<file path="src/rtl/fetch_pkg.sv">
// Shared types and constants for the instruction fetch unit.
package fetch_pkg;

  localparam int XLEN = 32;
  localparam int INSTR_BYTES = 4;
  localparam logic [XLEN-1:0] NOP_INSTR = 32'h00000013;

  typedef enum logic [1:0] {
    IDLE,
    FETCH,
    HALT
  } fetch_state_t;

  typedef struct packed {
    logic [XLEN-1:0] inst;
    logic [XLEN-1:0] pc;
  } fetch_entry_t;

endpackage

</file>
<file path="src/rtl/fetch_buf.sv">
// Small FIFO holding fetched instructions with their PCs; the head output
// keeps showing the most recently visible entry once the FIFO drains.
module fetch_buf
  import fetch_pkg::*;
#(
  parameter int DEPTH = 2
) (
  input  logic                     clk,
  input  logic                     reset,
  input  logic                     push_i,
  input  fetch_entry_t             pushData_i,
  input  logic                     pop_i,
  input  logic                     flush_i,
  output logic [$clog2(DEPTH):0]   count_o,
  output fetch_entry_t             head_o
);

  localparam int AW = $clog2(DEPTH);

  fetch_entry_t   mem_q [DEPTH];
  fetch_entry_t   last_q;
  logic [AW-1:0]  wrPtr_q;
  logic [AW-1:0]  rdPtr_q;
  logic [AW:0]    count_q;
  logic           doPush;
  logic           doPop;

  assign doPush = push_i && !flush_i;
  assign doPop  = pop_i && !flush_i && (count_q != '0);

  // Entry storage; slots are only observed when counted valid, so they carry no reset.
  always_ff @(posedge clk) begin
    if (!reset && doPush) begin
      mem_q[wrPtr_q] <= pushData_i;
    end
  end

  // Pointer and occupancy bookkeeping, plus a copy of the last head shown to decode.
  always_ff @(posedge clk) begin
    if (reset) begin
      wrPtr_q <= '0;
      rdPtr_q <= '0;
      count_q <= '0;
      last_q  <= '0;
    end else begin
      if (count_q != '0) begin
        last_q <= mem_q[rdPtr_q];
      end
      if (flush_i) begin
        wrPtr_q <= '0;
        rdPtr_q <= '0;
        count_q <= '0;
      end else begin
        if (doPush) begin
          wrPtr_q <= wrPtr_q + 1'b1;
        end
        if (doPop) begin
          rdPtr_q <= rdPtr_q + 1'b1;
        end
        case ({doPush, doPop})
          2'b10:   count_q <= count_q + 1'b1;
          2'b01:   count_q <= count_q - 1'b1;
          default: count_q <= count_q;
        endcase
      end
    end
  end

  assign count_o = count_q;
  assign head_o  = (count_q != '0) ? mem_q[rdPtr_q] : last_q;

  // The issue throttle upstream must never let a push land on a full FIFO.
  assert property (@(posedge clk) disable iff (reset)
    !(doPush && !doPop && (count_q == (AW+1)'(DEPTH))));

endmodule

</file>
<file path="src/rtl/fetch_ctrl.sv">
// Fetch sequencer: owns the PC, throttles instruction-memory reads against
// buffer space, handles redirects and hands instructions to decode.
module fetch_ctrl
  import fetch_pkg::*;
#(
  parameter int              XLEN      = fetch_pkg::XLEN,
  parameter logic [XLEN-1:0] RESET_PC  = '0,
  parameter int              BUF_DEPTH = 2
) (
  input  logic            clk,
  input  logic            reset,
  input  logic            fetch_en,
  input  logic            redirect_valid,
  input  logic [XLEN-1:0] redirect_pc,
  output logic            imem_req,
  output logic [XLEN-1:0] imem_addr,
  input  logic [XLEN-1:0] imem_rdata,
  output logic            inst_valid,
  input  logic            inst_ready,
  output logic [XLEN-1:0] inst_out,
  output logic [XLEN-1:0] inst_pc,
  output logic            misalign_err
);

  localparam int CW = $clog2(BUF_DEPTH);
  localparam logic [XLEN-1:0] STEP = XLEN'(INSTR_BYTES);

  fetch_state_t    state_q;
  logic [XLEN-1:0] pc_q;
  logic [XLEN-1:0] respPc_q;
  logic            inflight_q;
  logic            killResp_q;
  logic            misalign_q;

  logic [CW:0]     bufCount;
  fetch_entry_t    bufHead;
  fetch_entry_t    pushEntry;
  logic [CW+1:0]   occupancy;
  logic            popInst;
  logic            pushResp;
  logic            issueReq;
  logic            misalignedRedirect;

  // Space left after counting the response still on its way back and this cycle's pop.
  assign popInst   = inst_valid && inst_ready;
  assign occupancy = {1'b0, bufCount} + (CW+2)'(inflight_q) - (CW+2)'(popInst);

  assign misalignedRedirect = redirect_valid && (redirect_pc[1:0] != 2'b00);

  // A redirect cycle never issues, so the first request at the new target follows it.
  assign issueReq = !reset && !redirect_valid && fetch_en && (state_q == FETCH) &&
                    (occupancy < (CW+2)'(BUF_DEPTH));

  // Responses are dropped if a redirect flushes this cycle or the previous one.
  assign pushResp  = inflight_q && !killResp_q && !redirect_valid;
  assign pushEntry = '{inst: imem_rdata, pc: respPc_q};

  fetch_buf #(
    .DEPTH(BUF_DEPTH)
  ) u_buf (
    .clk        (clk),
    .reset      (reset),
    .push_i     (pushResp),
    .pushData_i (pushEntry),
    .pop_i      (popInst),
    .flush_i    (redirect_valid),
    .count_o    (bufCount),
    .head_o     (bufHead)
  );

  // Fetch FSM, PC sequencing, in-flight tracking and the sticky misalignment flag.
  always_ff @(posedge clk) begin
    if (reset) begin
      state_q    <= IDLE;
      pc_q       <= RESET_PC;
      respPc_q   <= RESET_PC;
      inflight_q <= 1'b0;
      killResp_q <= 1'b0;
      misalign_q <= 1'b0;
    end else begin
      inflight_q <= issueReq;
      killResp_q <= redirect_valid && inflight_q;
      if (issueReq) begin
        pc_q     <= pc_q + STEP;
        respPc_q <= pc_q;
      end
      if (misalignedRedirect) begin
        state_q    <= HALT;
        misalign_q <= 1'b1;
      end else begin
        if (redirect_valid && (state_q != HALT)) begin
          pc_q <= redirect_pc;
        end
        case (state_q)
          IDLE:    if (fetch_en) state_q <= FETCH;
          FETCH:   if (!fetch_en) state_q <= IDLE;
          HALT:    state_q <= HALT;
          default: state_q <= IDLE;
        endcase
      end
    end
  end

  assign imem_req     = issueReq;
  assign imem_addr    = pc_q;
  assign inst_valid   = (bufCount != '0);
  assign inst_out     = bufHead.inst;
  assign inst_pc      = bufHead.pc;
  assign misalign_err = misalign_q;

endmodule
</file>
<file path="config.mk">
export PLATFORM = sky130hd
export DESIGN_NAME = fetch_ctrl
export DESIGN_NICKNAME = d
export VERILOG_FILES = /design/src/rtl/fetch_pkg.sv /design/src/rtl/fetch_buf.sv /design/src/rtl/fetch_ctrl.sv
export SDC_FILE = /design/constraint.sdc
export NUM_CORES = 1
export LEC_CHECK = 0
export ABC_AREA = 1
export CORE_AREA = 10 10 157 159
export CTS_CLUSTER_DIAMETER = 150
export DETAILED_ROUTE_END_ITERATION = 6
export DIE_AREA = 0 0 167 169
export PLACE_DENSITY_LB_ADDON = 0.25
export SLEW_MARGIN = 20
export SYNTH_ARGS = -nofsm -noshare
export SYNTH_HDL_FRONTEND = slang
export SYNTH_SLANG_ARGS = --single-unit
</file>
<file path="constraint.sdc">
create_clock -name clk -period 7.59 [get_ports clk]
set_input_delay 1.518 -clock clk [delete_from_list [all_inputs] [get_ports clk]]
set_output_delay 1.518 -clock clk [all_outputs]
set_load 0.03 [all_outputs]
</file>
==> flow_metrics.tcl <==
set metrics [dict create \
    outcome "finished clean" \
    period_needed_ns 5.92 \
    cts.path.max_buffers 3 \
    syn_inst 1100 \
    vias_per_cell 5.17 \
    r2r_setup_slack_ns 3.14 \
    layout_common_cells "169 x a21oi_1, 167 x clkdlybuf4s50_1, 153 x nand2_1" \
    r2r_start "u_buf.count_o[1]$_SDFFE_PP0P_" \
    cp-start-kind "input port" \
    die_area_um2 28200 \
    start_util_pct 48.9 \
    gr-total-overflow 0 \
    rsz0062_at_grt "false" \
    cts.sinks 266 \
    drive_above_1_share_pct 6.60 \
    maxCapViolations 0 \
    critPathLaunch "inst_ready" \
    hpwlAfterDp_mm 16.4 \
    seq_area_um2 6610 \
    syn-cell-area_um2 10500 \
    fill_cells 1819 \
    cts_tree "built" \
    clk_pin_slew_ns 0.06 \
    io_pins 168 \
    syn-mean-instance-area_um2 9.58 \
    ff2ff_path_depth 15 \
    ys_seq_area_share_pct 62.7 \
    layout_setup_ws_ns 1.67 \
    cts_resized 0 \
    grt_max_degree 99 \
    synth_ff_type "dfxtp_1" \
    finClkSkew_ns 0.0211 \
    dpl_worst_slack_ns 1.66 \
    slew_headroom_pct 37.3 \
    worstSetupEndpoint "imem_req" \
    arrival_ns 4.40 \
    synth_seq_cells 266 \
    syn_to_final_growth_pct 26.6 \
    design.core.area_um2 21600 \
    hold_path_class "flop to flop" \
    syn-num-nets 1173 \
    wl_per_cell_um 17.0 \
    die_w_um 167 \
    period_share_pct 78.0 \
    fin_area_um2 13300 \
    clk-insertion-delay-late_ns 0.54 \
    finish.net_count 1324 \
    die_h_um 169 \
    grt_pass1_vias 7998 \
    grt_first_pass_wirelength_mm 42.1 \
    io_buffers 167 \
    peakVddDrop_mv 0.137 \
    clockRootBuffer "clkbuf_16" \
    yosys_warnings 0 \
    drv_slew 0 \
    hold_buffers 0 \
    final_common_cell "a21oi_1" \
    numCtsBuffers 28 \
    async_reset_ff_share_pct 0 \
    cts_htree_levels 1 \
    yosys.cell_types.count 33 \
    synth-edff-count 128 \
    rows 54 \
    worst_pin_slew_ns 0.940 \
    n_antenna_cell 0 \
    drt-initial-drc-count 610 \
    fin_total_pwr_mw 3.10 \
    gp_congestion 0.872 \
    cp_max_fo 5 \
    critPathKind "input port to primary output" \
    fmax_mhz 169 \
    multiInputGateArea_um2 3340 \
    dr.pass1.iters 4 \
    postPlaceCellArea_um2 12400 \
    finalHoldViolCount 0 \
    rr_endpoint "imem_addr[14]$_SDFF_PP0_" \
    required_ns 6.07 \
    cts_setup_buffers 0 \
    finalWirelength_mm 26.4 \
    finalSetupViolCount 0 \
    p_leak_nw 5.29 \
    groute.usage.overall_pct 18.0 \
    pwr_density_cell_nw_per_um2 233 \
    fin_setup_tns_ns 0 \
    ant_nets 0 \
    setup.worst_path.end_class "primary output" \
    antenna_found_initial 0 \
    drc 0 \
    via_count 8033 \
]
[critical path, cell delays in order]
cell and delay (ns):
clkdlybuf4s50_1 0.47, nand2_1 0.12, inv_1 0.11, ha_1 0.22
or2_2 0.31, fa_1 0.53, nand4_1 0.20, nor2_4 0.19
clkdlybuf4s50_1 0.73
[worst min path at each step]
stage / startpoint / slack (ns) / to / depth (start not counted)
2_1_floorplan: respPc_q[0]$_SDFFE_PP0N_ / 0.42 / u_buf.mem_q[0][0]$_DFFE_PP_ / 0
3_3_place_gp: respPc_q[6]$_SDFFE_PP0N_ / 0.43 / u_buf.mem_q[0][6]$_DFFE_PP_ / 0
3_5_place_dp: respPc_q[12]$_SDFFE_PP0N_ / 0.43 / u_buf.mem_q[1][12]$_DFFE_PP_ / 0
4_1_cts: respPc_q[6]$_SDFFE_PP0N_ / 0.45 / u_buf.mem_q[1][6]$_DFFE_PP_ / 0
5_1_grt: respPc_q[6]$_SDFFE_PP0N_ / 0.46 / u_buf.mem_q[0][6]$_DFFE_PP_ / 0
6_report: respPc_q[6]$_SDFFE_PP0N_ / 0.44 / u_buf.mem_q[1][6]$_DFFE_PP_ / 0
[layout make-up]
cell class	count	share of cell area (%)
clock inverters	18	1.57
multi-input cells	688	25.0
clock buffers	34	5.57
inverters	90	2.53
well taps	280	2.63
flip-flops and latches	266	49.6
repair buffers	177	13.1
[cells in the mapped netlist, types with 4 or more instances]
master / instances / area [um2]
dfxtp_1: 138 / 2760
a21oi_1: 169 / 846
o211ai_1: 4 / 30.0
nand3_1: 52 / 260
inv_1: 89 / 334
clkbuf_1: 21 / 78.8
buf_2: 27 / 135
nand4_1: 18 / 113
nor2_4: 6 / 67.6
nor2_1: 140 / 526
and2_1: 65 / 407
nor2_2: 7 / 43.8
edfxtp_1: 128 / 3840
nor3_1: 5 / 25.0
o21ai_1: 7 / 35.0
o21ai_0: 44 / 220
nand2_1: 153 / 574
[metal layers]
| metal | routed length [um] | vias up | GRT usage [%] | share of wire, % |
|---|---|---|---|---|
| met4 | 396 | 0 | 4.54 | 1.5 |
| met1 | 12100 | 3777 | 23.6 | 46 |
| met3 | 1730 | 30 | 4.35 | 6.5 |
| met5 | 0 | - | 0 | 0 |
| li1 | - | 3983 | - | - |
| met2 | 12100 | 243 | 29.3 | 46 |
[state kept, by name (all words and copies together) (netlist names), named ones only]
register and count:
u_buf.mem_q 128, u_buf.last_q 64, imem_addr 32, respPc_q 32
state_q 2, u_buf.count_o 2, inflight_q 1, killResp_q 1
misalign_err 1, u_buf.rdPtr_q 1, u_buf.wrPtr_q 1
[report_power, final]
group / switching (mW) / leakage (nW) / internal, mW
Combinational: 0.103 / 2.40 / 0.0789
Clock: 0.547 / 0.465 / 0.835
Sequential: 0.0227 / 2.42 / 1.51
Total: 0.673 / 5.29 / 2.43
[through the flow]
stage	instances	hold slack, ns	utilization (%)
6_report	1553	0.444	61.9
5_1_grt	1553	0.456	61.9
4_1_cts	1553	0.446	61.9
3_5_place_dp	1501	0.433	57.4
3_3_place_gp	1501	0.427	57.4
2_1_floorplan	1100	0.420	-
[kinds of logic after synthesis]
family / synth area share [%]
buffers and inverters: 5.81
AND/OR/NAND/NOR: 19.5
AO/OA/AOI/OAI: 11.1
flip-flops: 62.7
XOR/XNOR: 0.333
adder cells (fa/ha/maj): 0.546
Power figures use the tool's default switching activity.
